$ cat src/rtl/systolic_array_pkg.sv
// -----------------------------------------------------------------------------
// systolic_array_pkg
//
// Purpose:
//   Shared constants and arithmetic helpers for the 3x3 output-stationary
//   systolic matrix-multiply array.
//
// Contents:
//   N       - array dimension (rows = columns)
//   DATA_W  - unsigned operand width
//   ACC_W   - per-PE accumulator width
//   BUS_W   - width of one packed edge-operand bus (N lanes of DATA_W)
//   OUT_W   - width of one packed accumulator output bus (N lanes of ACC_W)
//   mac_wrap() - unsigned multiply-accumulate, wrapping modulo 2^ACC_W
// -----------------------------------------------------------------------------
package systolic_array_pkg;

    localparam int N      = 3;
    localparam int DATA_W = 8;
    localparam int ACC_W  = 16;
    localparam int PROD_W = 2 * DATA_W;
    localparam int BUS_W  = N * DATA_W;
    localparam int OUT_W  = N * ACC_W;

    // Full-width unsigned product added into the accumulator. The sum is
    // truncated to ACC_W bits, so overflow silently wraps; there is no
    // saturation and no overflow indication.
    function automatic logic [ACC_W-1:0] mac_wrap(
        input logic [ACC_W-1:0]  acc,
        input logic [DATA_W-1:0] a,
        input logic [DATA_W-1:0] b
    );
        logic [PROD_W-1:0] prod;
        prod = a * b;
        return acc + ACC_W'(prod);
    endfunction

endpackage : systolic_array_pkg

$ cat src/rtl/systolic_array_if.sv
// -----------------------------------------------------------------------------
// systolic_array_if
//
// Purpose:
//   Bundles the edge operand buses and the exposed accumulator buses of the
//   systolic array into one interface.
//
// Signals:
//   datain   [BUS_W-1:0]  left-edge row operands, row 0 in the MSBs
//   weightin [BUS_W-1:0]  top-edge column operands, col 0 in the MSBs
//   macouti  [OUT_W-1:0]  right-column accumulators, row 0 in the MSBs
//   macoutj  [OUT_W-1:0]  bottom-row accumulators, col 0 in the MSBs
//
// Modports:
//   master - operand driver (testbench / upstream sequencer)
//   slave  - the systolic array itself
// -----------------------------------------------------------------------------
interface systolic_array_if;
    import systolic_array_pkg::*;

    logic [BUS_W-1:0] datain;
    logic [BUS_W-1:0] weightin;
    logic [OUT_W-1:0] macouti;
    logic [OUT_W-1:0] macoutj;

    modport master (
        output datain,
        output weightin,
        input  macouti,
        input  macoutj
    );

    modport slave (
        input  datain,
        input  weightin,
        output macouti,
        output macoutj
    );

endinterface : systolic_array_if

$ cat src/rtl/systolic_array_pe.sv
// -----------------------------------------------------------------------------
// systolic_pe
//
// Purpose:
//   One processing element of the output-stationary systolic array. Every
//   clock it forwards its row operand to the right and its column operand
//   downward through one register each, and adds the product of the two
//   incoming operands into its local accumulator.
//
// Ports:
//   clk    in   system clock, rising edge
//   reset  in   asynchronous active-low reset; clears all state
//   a_i    in   row operand from the left neighbour (or left edge)
//   b_i    in   column operand from the upper neighbour (or top edge)
//   a_o    out  registered copy of a_i for the right neighbour
//   b_o    out  registered copy of b_i for the lower neighbour
//   acc_o  out  accumulator, direct register output
// -----------------------------------------------------------------------------
module systolic_pe
    import systolic_array_pkg::*;
(
    input  logic              clk,
    input  logic              reset,
    input  logic [DATA_W-1:0] a_i,
    input  logic [DATA_W-1:0] b_i,
    output logic [DATA_W-1:0] a_o,
    output logic [DATA_W-1:0] b_o,
    output logic [ACC_W-1:0]  acc_o
);

    logic [DATA_W-1:0] a_q;
    logic [DATA_W-1:0] b_q;
    logic [ACC_W-1:0]  acc_q;
    logic [ACC_W-1:0]  acc_d;

    // The product uses the unregistered inputs, so the operand pair that is
    // forwarded on this edge is the same pair accumulated on this edge.
    always_comb begin
        acc_d = mac_wrap(acc_q, a_i, b_i);
    end

    always_ff @(posedge clk or negedge reset) begin
        if (!reset) begin
            a_q   <= '0;
            b_q   <= '0;
            acc_q <= '0;
        end else begin
            a_q   <= a_i;
            b_q   <= b_i;
            acc_q <= acc_d;
        end
    end

    assign a_o   = a_q;
    assign b_o   = b_q;
    assign acc_o = acc_q;

endmodule : systolic_pe

$ cat src/rtl/systolic_array.sv
// -----------------------------------------------------------------------------
// systolic_array
//
// Purpose:
//   N x N output-stationary systolic array computing C = A x B with unsigned
//   DATA_W operands and ACC_W wrapping accumulators. Row operands enter on
//   the left edge and ripple right; column operands enter on the top edge
//   and ripple down. PE(i,j) ends up holding C(i,j).
//
//   The driver is responsible for the operand skew: row i of A is presented
//   i cycles late and column j of B j cycles late, with idle lanes at zero.
//   PE(i,j) holds its final value after edge e0+i+j+N-1, e0 being the first
//   edge that samples element 0. Accumulators never self-clear; only reset
//   starts a new product.
//
// Ports:
//   clk    in   system clock, rising edge
//   reset  in   asynchronous active-low reset; clears every PE
//   bus    slave modport of systolic_array_if:
//            datain / weightin  skewed edge operands (lane 0 in the MSBs)
//            macouti            right-column accumulators, row 0 in the MSBs
//            macoutj            bottom-row accumulators, col 0 in the MSBs
//
//   This level is wiring only: operand lane unpacking, the PE mesh and the
//   output packing. Outputs come straight from PE accumulator registers.
// -----------------------------------------------------------------------------
module systolic_array
    import systolic_array_pkg::*;
(
    input  logic            clk,
    input  logic            reset,
    systolic_array_if.slave bus
);

    // a_w[i][j] is the row operand entering PE(i,j); column N is the
    // pass-through out of the right edge, which nothing consumes.
    logic [DATA_W-1:0] a_w   [N][N+1];
    // b_w[i][j] is the column operand entering PE(i,j); row N falls off the
    // bottom edge.
    logic [DATA_W-1:0] b_w   [N+1][N];
    logic [ACC_W-1:0]  acc_w [N][N];

    // Edge lanes feed the first column / first row directly, lane 0 in the
    // most significant byte of each bus.
    for (genvar gi = 0; gi < N; gi++) begin : g_left_edge
        assign a_w[gi][0] = bus.datain[(N-1-gi)*DATA_W +: DATA_W];
    end

    for (genvar gj = 0; gj < N; gj++) begin : g_top_edge
        assign b_w[0][gj] = bus.weightin[(N-1-gj)*DATA_W +: DATA_W];
    end

    for (genvar gi = 0; gi < N; gi++) begin : g_row
        for (genvar gj = 0; gj < N; gj++) begin : g_col
            systolic_pe u_pe (
                .clk   (clk),
                .reset (reset),
                .a_i   (a_w[gi][gj]),
                .b_i   (b_w[gi][gj]),
                .a_o   (a_w[gi][gj+1]),
                .b_o   (b_w[gi+1][gj]),
                .acc_o (acc_w[gi][gj])
            );
        end
    end

    // Right column goes to macouti, bottom row to macoutj; PE(N-1,N-1)
    // appears in the LSB lane of both buses.
    for (genvar gk = 0; gk < N; gk++) begin : g_out_pack
        assign bus.macouti[(N-1-gk)*ACC_W +: ACC_W] = acc_w[gk][N-1];
        assign bus.macoutj[(N-1-gk)*ACC_W +: ACC_W] = acc_w[N-1][gk];
    end

endmodule : systolic_array

$ cat src/flat_wrapper.sv
// flat-port wrapper written by rule: the top's interface ports become plain ports
module systolic_array_flat import systolic_array_pkg::*;
  (clk, reset, bus_datain, bus_weightin, bus_macouti, bus_macoutj);
  systolic_array_if bus_i ();
  input  logic clk;
  input  logic reset;
  input wire logic [$bits(bus_i.datain)-1:0] bus_datain;
  input wire logic [$bits(bus_i.weightin)-1:0] bus_weightin;
  output wire logic [$bits(bus_i.macouti)-1:0] bus_macouti;
  output wire logic [$bits(bus_i.macoutj)-1:0] bus_macoutj;
  assign bus_i.datain = bus_datain;
  assign bus_i.weightin = bus_weightin;
  assign bus_macouti = bus_i.macouti;
  assign bus_macoutj = bus_i.macoutj;
  systolic_array u_core (.clk(clk), .reset(reset), .bus(bus_i));
endmodule
$ cat config.mk
export PLATFORM = sky130hd
export DESIGN_NAME = systolic_array_flat
export DESIGN_NICKNAME = d
export VERILOG_FILES = /design/src/rtl/systolic_array_pkg.sv /design/src/rtl/systolic_array_if.sv /design/src/rtl/systolic_array_pe.sv /design/src/rtl/systolic_array.sv /design/src/flat_wrapper.sv
export SDC_FILE = /design/constraint.sdc
export NUM_CORES = 1
export LEC_CHECK = 0
export BUFFER_PORTS_ARGS = -buffer_cell sky130_fd_sc_hd__buf_2
export CAP_MARGIN = 20
export CORE_MARGIN = 1.5
export CORE_UTILIZATION = 40
export DETAILED_ROUTE_END_ITERATION = 8
export PLACE_DENSITY = 0.7
export SLEW_MARGIN = 20
export SYNTH_ARGS = -nofsm -noshare
export SYNTH_HDL_FRONTEND = slang
export SYNTH_SLANG_ARGS = --single-unit
$ cat constraint.sdc
create_clock -name clk -period 4.1 [get_ports clk]
set_input_delay 0.205 -clock clk [delete_from_list [all_inputs] [get_ports clk]]
set_output_delay 0.205 -clock clk [all_outputs]
set_load 0.02 [all_outputs]
Word-level counts from Yosys, hierarchy flattened --
Cells that the tools add are included.
Operators by class: add/subtract/negate cells 5, $mul 5
Operators with widths (number):
- $add 16x16->16 | 5
- $mul 8x8->16 | 5
Word-level totals: word-level logic and storage cells 27, register bits 176

Longest topological paths before layout --
Gate-level depths: netlist of the first run.
word-level depth 2, depth in mapped cells 17, depth with buffers taken out 16

Hierarchy --
Synthesis of the first run repeated with hierarchy kept, for this count alone.
Second synthesis, totals: cells, all modules 3175, area, all modules 30989.7 sq um
By module, submodules not included:
- systolic_pe at u_core.g_row[1].g_col[0].u_pe ... | area an instance 3448.3 sq um, times used 4, cells each 351
- systolic_pe at u_core.g_row[0].g_col[0].u_pe ... | area an instance 3423.3 sq um, times used 2, cells each 349
- systolic_pe at u_core.g_row[2].g_col[2].u_pe | area an instance 3423.3 sq um, times used 1, cells each 354
- systolic_pe at u_core.g_row[0].g_col[2].u_pe | area an instance 3405.8 sq um, times used 1, cells each 350
- systolic_pe at u_core.g_row[2].g_col[1].u_pe | area an instance 3400.8 sq um, times used 1, cells each 353
- systolic_array | area an instance 120.1 sq um, times used 1, cells each 16

Worst setup path before layout of the first run --
No wires, ideal clock.
path kind register -> register, start reg u_core.g_row[1].g_col[2].u_pe.b_q[0], end reg u_core.g_row[2].g_col[2].u_pe.acc_q[13], data required time 4.031 ns, path slack -0.005 ns, arrival time 4.036 ns, cell stages (with the launch flop) 16, buffers on the path 1, path through dfrtp_1 -> clkbuf_1 -> nand2_1 -> fa_1 -> inv_1 -> fa_1 -> fa_1 -> inv_1 -> fa_1 -> inv_1 -> ha_1 -> a21o_1 -> nor4_1 -> a22oi_1 -> or4b_1 -> nand3_1
Between the ends: word-level cells in the longest chain between the ends 2
Ends and longest elaborated chain:
- from (decl) | RTL line systolic_array_pe.sv:32 | logic [DATA_W-1:0] b_q;
- from (signal assigned) | RTL line systolic_array_pe.sv:49 | b_q <= b_i;
- $mul 8x8->16 | RTL line systolic_array_pkg.sv:34 | prod = a * b;
- $add 16x16->16 | RTL line systolic_array_pkg.sv:35 | return acc + ACC_W'(prod);
- via u_core.g_row[2].g_col[2].u_pe.acc_d[13] | RTL line systolic_array_pe.sv:34 | logic [ACC_W-1:0] acc_d;
- to (signal assigned) | RTL line systolic_array_pe.sv:46 | acc_q <= '0;
- to (signal assigned) | RTL line systolic_array_pe.sv:50 | acc_q <= acc_d;
- to (decl) | RTL line systolic_array_pe.sv:33 | logic [ACC_W-1:0] acc_q;
The timed path passes the listed nets, and every way through them passes these cells.

Worst setup path after layout of the first run --
start reg u_core.g_row[1].g_col[2].u_pe.b_q[5], end reg u_core.g_row[2].g_col[2].u_pe.acc_q[13]
Same word-level chain as after synthesis.

==> out/results.tsv, run 1 <==
stage	metric	value	unit
logic_synthesis	Avg Inst Size Synth	9.78	um^2
placement	detailed placer's ending HPWL	30800	um
logic_synthesis	Post-synth EDFFs	0	
sta	Max-slew headroom	0.624	
routing	routed len/inst	15.0	um
worst_setup_path	R2R Setup Slk	0.05	ns
sta	Final Max Tran Viols	0	
sta	Worst-Margin Slew	0.565	ns
clock_tree	H-tree depth	4	
placement	Post-Place Cell Area	19300	um^2
worst_setup_path	Worst R2R Start	u_core.g_row[1].g_col[2].u_pe.b_o[5]	
worst_setup_path	crit path capture type	flop	
logic_synthesis	FFs w/ async S/R, synth	1.00	
sta	final number of setup-violating endpoints	0	
worst_setup_path	CP startpoint	u_core.g_row[1].g_col[2].u_pe.b_o[5]	
sta	RSZ-0062 raised after global routing	true	
grt	largest net degree at the start of global routing	81	
finish	layout cells sized above 1	0.223	
routing	final WL	39700	um
floorplanning	DIE HEIGHT	211	um
clock_tree	TritonCTS Buffers	17	
finish	Layout Utilization	0.495	
logic_synthesis	Syn Nets	2247	
clock_tree	CTS tree	yes	
sta	final hold violation count	0	
worst_setup_path	CP required	4.52	ns
min_path	Worst Hold Class	in -> reg	
logic_synthesis	Synth Cell Area	17300	um^2
finish	Post-Layout Cell Count	2652	
finish	Final Instance Area	21200	um^2
finish	Layout Nets	2529	
finish	# fillers	3833	
sta	min Tclk post-route	4.05	ns
worst_setup_path	Max FO, Critical Path	6	
sta	Worst Hold Slack	0.0509	ns
routing	via count	12502	
grt	first-pass GRT wire length	65300	um
finish	area grow syn2layout	22.5	%
logic_synthesis	area leader, netlist	fa_1	
logic_synthesis	post-synth top area share	0.289	
logic_synthesis	Synth Flop Type	dfrtp_1	
placement	Placed Cells	2555	
routing	post-route ant nets	0	
sta	Worst Skew	0.0129	ns
logic_synthesis	sequential fraction of the synthesis area	0.254	
worst_setup_path	Setup crit end	u_core.g_row[2].g_col[2].u_pe.acc_o[13]	
sta	fmax	247	MHz
worst_setup_path	CP startpoint kind	flop	
logic_synthesis	Synth Register Bits	176	
finish	ANT cells	0	
grt	initial antenna violation count	1	
sta	final worst-path cycle share	0.987	
floorplanning	chip width	211	um
grt	total gr overflow	0	
clock_tree	CTS root buf	clkbuf_16	
logic_synthesis	synth unique cells	57	
run	Max Cap Viol	0	
routing	Iteration-0 DRC Markers	660	
finish	multi-input logic area	11500	um^2
floorplanning	initial core utilization	0.404	
floorplanning	Core ar.	42900	um^2
placement	IO buf count	145	
logic_synthesis	ranking of synthesized cells by area	fa_1, dfrtp_1, ha_1	
routing	DRC	0	
routing	1st-pass router iterations	5	
worst_setup_path	R2R depth	13	
floorplanning	Top Ports	146	
clock_tree	clock slew at reported path FFs	0.07	ns
worst_setup_path	r2r endpoint	u_core.g_row[2].g_col[2].u_pe.acc_o[13]	
floorplanning	die area	44600	um^2
grt	vias in the first global route	13545	
clock_tree	clock latency on the worst-skew pair	0.49	ns
clock_tree	Longest Clk Path Bufs	2	
logic_synthesis	Ys Warns	0	
worst_setup_path	WS Path Type	reg -> reg	
finish	FF/Latch Area	4460	um^2
logic_synthesis	Mapped Cells	1772	
grt	All-Layer GR Usage	0.186	
placement	GPL Wtd Cong	0.884	
clock_tree	clock sink count	176	
worst_setup_path	CP arrival	4.47	ns
outcome	status	finished clean	
floorplanning	row cnt	76	
routing	vias per cell	4.71	
[cells in the mapped netlist (3+ instances only)]
cell type and n:
inv_1 498, fa_1 250, nand2_1 184, dfrtp_1 176, ha_1 175, and2_1 162
xnor2_1 41, a21oi_1 37, nor2_1 28, o21ai_0 22, clkbuf_1 17, buf_4 16
nand3_1 15, xor2_1 15, a21o_1 13, o21a_1 13, nor3_1 12, a31oi_1 8
and3_1 8, a211oi_1 6, nor2b_1 6, o211ai_1 5, mux2i_1 4, nor4_1 4
o21bai_1 4, a211o_1 3, a32oi_1 3, nand2b_1 3, nand3b_1 3, nand4_1 3
or3_1 3
[repair_timing]
item | 4_1_cts | 5_1_grt
hold buffers | 42 | 0
pin swaps | 6 | 33
gates resized for setup | 43 | 163
buffers inserted | 5 | 18
hold endpoints to repair | 95 | 0
endpoints found under the setup margin | 20 | 32
[placed cells by master (no fill, tap or decap), drive strengths merged, types with 6 or more instances in the layout]
cell type,count
a211oi,6
a21o,14
a21oi,37
a31oi,8
and2,162
and3,8
buf,251
clkbuf,20
dfrtp,176
dlygate4sd3,42
fa,250
ha,175
inv,503
nand2,184
nand3,15
nor2,28
nor2b,6
nor3,12
o21a,13
o21ai,22
xnor2,41
xor2,15
[kinds of logic after synthesis]
logic type | Yosys count | synth area share
buffers and inverters | 531 | 0.118
AND/OR/NAND/NOR | 440 | 0.128
adder cells (fa/ha/maj) | 425 | 0.415
flip-flops | 176 | 0.254
AO/OA/AOI/OAI | 139 | 0.0538
XOR/XNOR | 56 | 0.0283
multiplexers | 5 | 0.00296
[worst max-delay path, cell delays in order (launching register included)]
cell and delay [ns]:
dfrtp_2 0.44, and2_1 0.19, fa_1 0.57, fa_1 0.43, fa_1 0.50, inv_1 0.05, fa_1 0.47, inv_1 0.04
ha_1 0.28, o21a_1 0.22, o21ai_2 0.13, a22oi_2 0.11, or4b_1 0.47, nand3_1 0.09
[worst min-delay path by stage]
stage                   from                                     end  slack, ns  cells after the start
5_1_grt        bus_datain[6]    u_core.g_row[2].g_col[0].u_pe.a_o[6]       0.02                      2
4_1_cts        bus_datain[5]    u_core.g_row[2].g_col[0].u_pe.a_o[5]      0.005                      2
6_report       bus_datain[5]    u_core.g_row[2].g_col[0].u_pe.a_o[5]       0.05                      2
3_5_place_dp           reset  u_core.g_row[2].g_col[1].u_pe.acc_o[5]       0.23                      1
2_1_floorplan          reset    u_core.g_row[0].g_col[0].u_pe.a_o[0]      -0.09                      0
3_3_place_gp           reset  u_core.g_row[2].g_col[1].u_pe.acc_o[5]       0.23                      1
[through the flow]
step / setup TNS [ns] / setup WS [ns]
global placement: -0.313 / -0.0822
floorplan: 0 / 0.0217
finish: 0 / 0.0544
CTS: -0.00285 / -0.00285
detailed placement: -0.995 / -0.167
global route: -0.392 / -0.129
[sequential cells by signal (all words and copies together), names as in the netlist]
register and flops:
u_core.g_row.g_col.u_pe.acc_o 80, u_core.g_row.g_col.u_pe.a_o 48, u_core.g_row.g_col.u_pe.b_o 48
[routing by layer]
| metal | share of wire | vias up | wire (um) | GRT usage |
|---|---|---|---|---|
| li1 | - | 5854 | - | - |
| met1 | 0.42 | 6295 | 16800 | 0.232 |
| met2 | 0.51 | 279 | 20200 | 0.318 |
| met3 | 0.038 | 72 | 1500 | 0.0376 |
| met4 | 0.027 | 2 | 1080 | 0.0724 |
| met5 | 0.00030 | - | 12 | 0 |
[final cells by class]
cell class	count	area share
clock buffer	17	0.0200
clock inverter	15	0.00860
inverter	498	0.0880
multi-input combinational	1065	0.544
sequential	176	0.210
tap	585	0.0345
timing repair buffer	296	0.0952
Power of run 1 is not shown: default switching activity piles up to over one toggle a cycle in this logic, so the estimate is an artifact.
==> run 2, diff against run 1 <==
CORE_UTILIZATION = 56   (was 40)
PLACE_DENSITY = 0.89   (was 0.7)
==> out/results.tsv, run 2 (synthesis gave the netlist of run 1 again) <==
stage	metric	value	unit	change
outcome	status	finished with violations		
outcome	failing checks	setup timing		
routing	vias per cell	5.51		+17%
floorplanning	chip width	179	um	-15%
routing	post-route ant nets	0		unchanged
clock_tree	Longest Clk Path Bufs	2		unchanged
routing	DRC	0		unchanged
sta	RSZ-0062 raised after global routing	true		
min_path	Worst Hold Class	in -> reg		
routing	routed len/inst	19.2	um	+28%
finish	layout cells sized above 1	0.248		+0.0253
grt	vias in the first global route	14669		+8.3%
placement	Post-Place Cell Area	18900	um^2	-1.9%
placement	dpl ws	-0.206	ns	-0.0394 ns
routing	final WL	47600	um	+20%
sta	Final Max Tran Viols	0		unchanged
finish	area grow syn2layout	23.5	%	
finish	# fillers	1942		-49%
worst_setup_path	CP required	4.43	ns	-0.09 ns
sta	Worst Skew	0.0147	ns	+0.00182 ns
sta	min Tclk post-route	4.54	ns	+0.496 ns
grt	initial antenna violation count	3		+2
finish	most common cell after layout, fill and taps aside	inv_1		
worst_setup_path	Max FO, Critical Path	5		-1
sta	final number of setup-violating endpoints	14		+14
grt	All-Layer GR Usage	0.282		+0.0954
worst_setup_path	WS Path Type	reg -> reg		
placement	detailed placer's ending HPWL	31100	um	+0.84%
sta	final worst-path cycle share	1.11		+0.121
floorplanning	Core ar.	30500	um^2	-29%
finish	FF/Latch Area	4470	um^2	+0.11%
grt	total gr overflow	0		unchanged
worst_setup_path	crit path capture type	flop		
clock_tree	clock slew at reported path FFs	0.08	ns	about the same
worst_setup_path	CP startpoint kind	flop		
grt	first-pass GRT wire length	70000	um	+7.2%
placement	IO buf count	145		unchanged
floorplanning	row cnt	64		-16%
sta	fmax	220	MHz	-11%
clock_tree	clock latency on the worst-skew pair	0.47	ns	-0.02 ns
finish	max reg flops	80		unchanged
clock_tree	CTS root buf	clkbuf_16		
worst_setup_path	Worst R2R Start	u_core.g_row[2].g_col[0].u_pe.a_o[6]		
floorplanning	die area	32000	um^2	-28%
worst_setup_path	CP startpoint	u_core.g_row[2].g_col[0].u_pe.a_o[6]		
floorplanning	DIE HEIGHT	179	um	-15%
routing	Iteration-0 DRC Markers	867		+31%
sta	fin worst setup slack	-0.441	ns	-0.496 ns
finish	Layout Nets	2548		+0.75%
routing	via count	13697		+9.6%
worst_setup_path	CP arrival	4.88	ns	+0.41 ns
min_path	Hold Startpoint	bus_datain[7]		
clock_tree	TritonCTS Buffers	17		unchanged
placement	GPL Wtd Cong	0.919		+4.0%
sta	Fin Setup TNS	-2.45	ns	-2.45 ns
clock_tree	CTS tree	yes		
finish	multi-input logic area	11700	um^2	+1.6%
sta	final hold violation count	0		unchanged
sta	Max-slew headroom	0.378		-0.246
finish	Layout Utilization	0.702		+0.206
run	Max Cap Viol	0		unchanged
floorplanning	Top Ports	146		unchanged
finish	commonest non-fill, non-tap cells in the layout	inv_1, fa_1, nand2_1		
sta	Worst-Margin Slew	0.933	ns	+0.368 ns
clock_tree	clock sink count	176		unchanged
routing	1st-pass router iterations	5		unchanged
grt	largest net degree at the start of global routing	107		+32%
finish	Final Instance Area	21400	um^2	+0.75%
floorplanning	initial core utilization	0.568		+0.164
clock_tree	H-tree depth	4		unchanged
-- run 2: timing repair --
| action | CTS | global route |
|---|---|---|
| hold buffers | 46 | 0 |
| buffers inserted | 14 | 40 |
| hold endpoints to repair | 150 | 0 |
| pin swaps | 10 | 79 |
| cloned | 0 | 1 |
| resized for setup | 71 | 203 |
| endpoints found under the setup margin | 24 | 34 |
-- run 2: per-stage QoR --
step | hold WS (ns) | std cells
CTS | 0.0366 | 2441
global route | 0.0605 | 2485
detailed placement | 0.314 | 2349
floorplan | -0.0906 | 1772
global placement | 0.313 | 2349
finish | 0.0682 | 2485
-- run 2: worst max-delay path: stages (launching register included) --
cell and delay [ns]:
dfrtp_2 0.47, nand2_1 0.21, fa_1 0.60, inv_1 0.10, fa_1 0.51, fa_1 0.57, inv_1 0.05, fa_1 0.50
inv_2 0.05, ha_4 0.30, nand3_4 0.10, o21bai_4 0.22, a32oi_4 0.29, mux2i_1 0.28, nand4_1 0.15
-- run 2: metal layers --
layer,wire length (um),vias up,GRT usage,part of all wire
met2,24400,697,0.493,0.51
met4,2820,0,0.156,0.059
met5,0,-,0,0
met3,3190,250,0.0473,0.067
met1,17200,6871,0.329,0.36
li1,-,5879,-,-
-- run 2: cell type report --
| cell class | instances | share of cell area |
|---|---|---|
| inverter | 498 | 0.0873 |
| multi-input combinational | 1065 | 0.548 |
| clock inverter | 15 | 0.00900 |
| timing repair buffer | 315 | 0.103 |
| clock buffer | 17 | 0.0199 |
| sequential | 176 | 0.209 |
| antenna | 3 | 0.000351 |
| tap | 396 | 0.0231 |
-- run 2: path summary, 6_finish.rpt --
kind                                                                 to  slack, ns  cells past startpoint
worst max-delay path            u_core.g_row[2].g_col[1].u_pe.acc_o[15]      -0.44                     14
worst min-delay path               u_core.g_row[2].g_col[0].u_pe.a_o[7]       0.07                      2
worst max register to register  u_core.g_row[2].g_col[1].u_pe.acc_o[15]      -0.44                     14
worst min register to register     u_core.g_row[1].g_col[1].u_pe.b_o[6]       0.35                      0
max in group asynchronous          u_core.g_row[0].g_col[1].u_pe.a_o[3]       2.72                      3
min in group asynchronous          u_core.g_row[0].g_col[1].u_pe.b_o[4]       0.41                      2
Power of run 2 is left out for the same reason.
==> run 3, diff against run 2 <==
RECOVER_POWER = 50   (was unset)
clock period = 3.76 ns   (was 4.1 ns; I/O delays follow)
==> out/results.tsv, run 3 (synthesis gave the netlist of run 1 again) <==
stage	metric	value	unit	change
sta	fmax	233	MHz	+5.6%
worst_setup_path	slowest stage cell, crit path	fa_1		
placement	IO buf count	145		unchanged
clock_tree	H-tree depth	4		unchanged
routing	final WL	50500	um	+6.0%
grt	vias in the first global route	15325		+4.5%
finish	max reg flops	80		unchanged
sta	Final Max Tran Viols	44		+44
floorplanning	DIE HEIGHT	179	um	unchanged
finish	ANT cells	0		-3
clock_tree	clock sink count	176		unchanged
worst_setup_path	crit-path most repeated cell	fa_1		
clock_tree	TritonCTS Buffers	17		unchanged
finish	layout cells sized above 1	0.329		+0.0814
worst_setup_path	WS Path Type	reg -> reg		
routing	vias per cell	5.48		-0.66%
worst_setup_path	Buf/Inv on CP	3		unchanged
sta	Worst-Margin Slew	2.64	ns	+1.71 ns
finish	commonest non-fill, non-tap cells in the layout	inv_1, fa_1, buf_4		
finish	most common cell after layout, fill and taps aside	inv_1		
floorplanning	initial core utilization	0.568		unchanged
worst_setup_path	Worst R2R Start	u_core.g_row[0].g_col[2].u_pe.b_o[0]		
sta	Fin Setup TNS	-10.58	ns	-8.13 ns
clock_tree	Longest Clk Path Bufs	2		unchanged
routing	Iteration-0 DRC Markers	1074		+24%
clock_tree	clock slew at reported path FFs	0.08	ns	about the same
worst_setup_path	CP peak stage delay	0.65	ns	+0.05 ns
worst_setup_path	crit-path cells	nand2_1 -> fa_1 -> inv_1 -> fa_1 -> fa_1 -> inv_1 -> fa_1 -> inv_2 -> ha_4 -> a21o_1 -> nand2_2 -> a31oi_4 -> o41ai_2 -> xnor2_1		
sta	final hold violation count	0		unchanged
clock_tree	CTS root buf	clkbuf_16		
routing	routed len/inst	19.5	um	+2.0%
finish	area grow syn2layout	30.0	%	
min_path	Hold Startpoint	bus_weightin[5]		
finish	Post-Layout Cell Count	2583		+3.9%
routing	via count	14143		+3.3%
floorplanning	Core ar.	30500	um^2	unchanged
outcome	failing checks	capacitance limit, slew limit, setup timing		
sta	Worst Skew	0.0147	ns	-0.0000701 ns
worst_setup_path	CP arrival	4.67	ns	-0.21 ns
grt	largest net degree at the start of global routing	122		+14%
worst_setup_path	largest delay contributor family on the critical path	adder cells		
sta	final number of setup-violating endpoints	40		+26
placement	detailed placer's ending HPWL	32100	um	+3.3%
clock_tree	CTS tree	yes		
floorplanning	die area	32000	um^2	unchanged
grt	All-Layer GR Usage	0.306		+0.0238
routing	post-route ant nets	0		unchanged
placement	dpl ws	-0.435	ns	-0.229 ns
run	Max Cap Viol	1		+1
sta	fin worst setup slack	-0.539	ns	-0.0976 ns
routing	1st-pass router iterations	7		+2
worst_setup_path	CP startpoint kind	flop		
grt	total gr overflow	0		unchanged
grt	first-pass GRT wire length	75200	um	+7.3%
sta	RSZ-0062 raised after global routing	true		
grt	initial antenna violation count	0		-3
sta	Max-slew headroom	-0.759		-1.14
sta	min Tclk post-route	4.30	ns	-0.242 ns
worst_setup_path	CP required	4.13	ns	-0.30 ns
placement	GPL Wtd Cong	0.913		-0.71%
routing	DRC	0		unchanged
worst_setup_path	crit path capture type	flop		
finish	Layout Nets	2650		+4.0%
clock_tree	clock latency on the worst-skew pair	0.47	ns	about the same
floorplanning	row cnt	64		unchanged
sta	final worst-path cycle share	1.14		+0.0357
min_path	Worst Hold Class	in -> reg		
worst_setup_path	CP startpoint	u_core.g_row[0].g_col[2].u_pe.b_o[0]		
placement	Placed Cells	2461		+4.8%
floorplanning	Top Ports	146		unchanged
outcome	status	finished with violations		
worst_setup_path	Max FO, Critical Path	7		+2
floorplanning	chip width	179	um	unchanged
run 3: cell count changes in the layout (fill, tap and decap cells not counted), sizes merged, moves of 3 or more:
cell / previous run / this run
buf: 266 / 362
clkbuf: 20 / 39
dlygate4sd3: 44 / 35
clkinvlp: 0 / 3
diode: 3 / 0
inv: 507 / 504
run 3: worst paths after layout:
path	endpoint	slack [ns]	depth (start not counted)
max	u_core.g_row[1].g_col[2].u_pe.acc_o[13]	-0.54	14
min	u_core.g_row[0].g_col[2].u_pe.b_o[5]	0.11	2
max reg2reg	u_core.g_row[1].g_col[2].u_pe.acc_o[13]	-0.54	14
min reg2reg	u_core.g_row[1].g_col[1].u_pe.a_o[6]	0.35	0
max in group asynchronous	u_core.g_row[2].g_col[1].u_pe.a_o[6]	0.94	2
min in group asynchronous	u_core.g_row[2].g_col[1].u_pe.acc_o[1]	1.10	2
run 3: layer usage:
| metal | wire length [um] | global-route usage |
|---|---|---|
| met2 | 26200 | 0.539 |
| met3 | 3180 | 0.0517 |
| met4 | 2990 | 0.169 |
| met1 | 18100 | 0.353 |
| met5 | 0 | 0 |
run 3: per-stage QoR:
| step | hold WS, ns | cell area (um^2) | utilization |
|---|---|---|---|
| 2_1_floorplan | -0.108 | 17700 | - |
| 3_3_place_gp | 0.296 | 20000 | 0.656 |
| 3_5_place_dp | 0.297 | 20000 | 0.656 |
| 4_1_cts | 0.0226 | 21800 | 0.716 |
| 5_1_grt | 0.118 | 22500 | 0.739 |
| 6_report | 0.113 | 22500 | 0.739 |
run 3: layout make-up:
class                      instances  area (um^2)
tap                              396          495
multi-input combinational       1065        12200
fill                            1743         7970
clock inverter                    12          100
inverter                         498         1870
timing repair buffer             417         2970
sequential                       176         4480
clock buffer                      19          453
run 3: worst reg2reg max path: stages (launching register included):
cell and delay, ns:
dfrtp_1 0.48, nand2_1 0.11, fa_1 0.55, inv_1 0.10, fa_1 0.52, fa_1 0.65
inv_1 0.08, fa_1 0.51, inv_2 0.06, ha_4 0.26, a21o_1 0.17, nand2_2 0.10
a31oi_4 0.12, o41ai_2 0.29, xnor2_1 0.19
run 3: what timing repair did:
action	CTS	global route
pin swaps	102	119
hold buffers	35	0
buffers inserted	35	27
gates resized for setup	192	161
endpoints found under the hold margin	154	0
gates cloned	0	0
endpoints found under the setup margin	39	43
Power of run 3 is left out for the same reason.
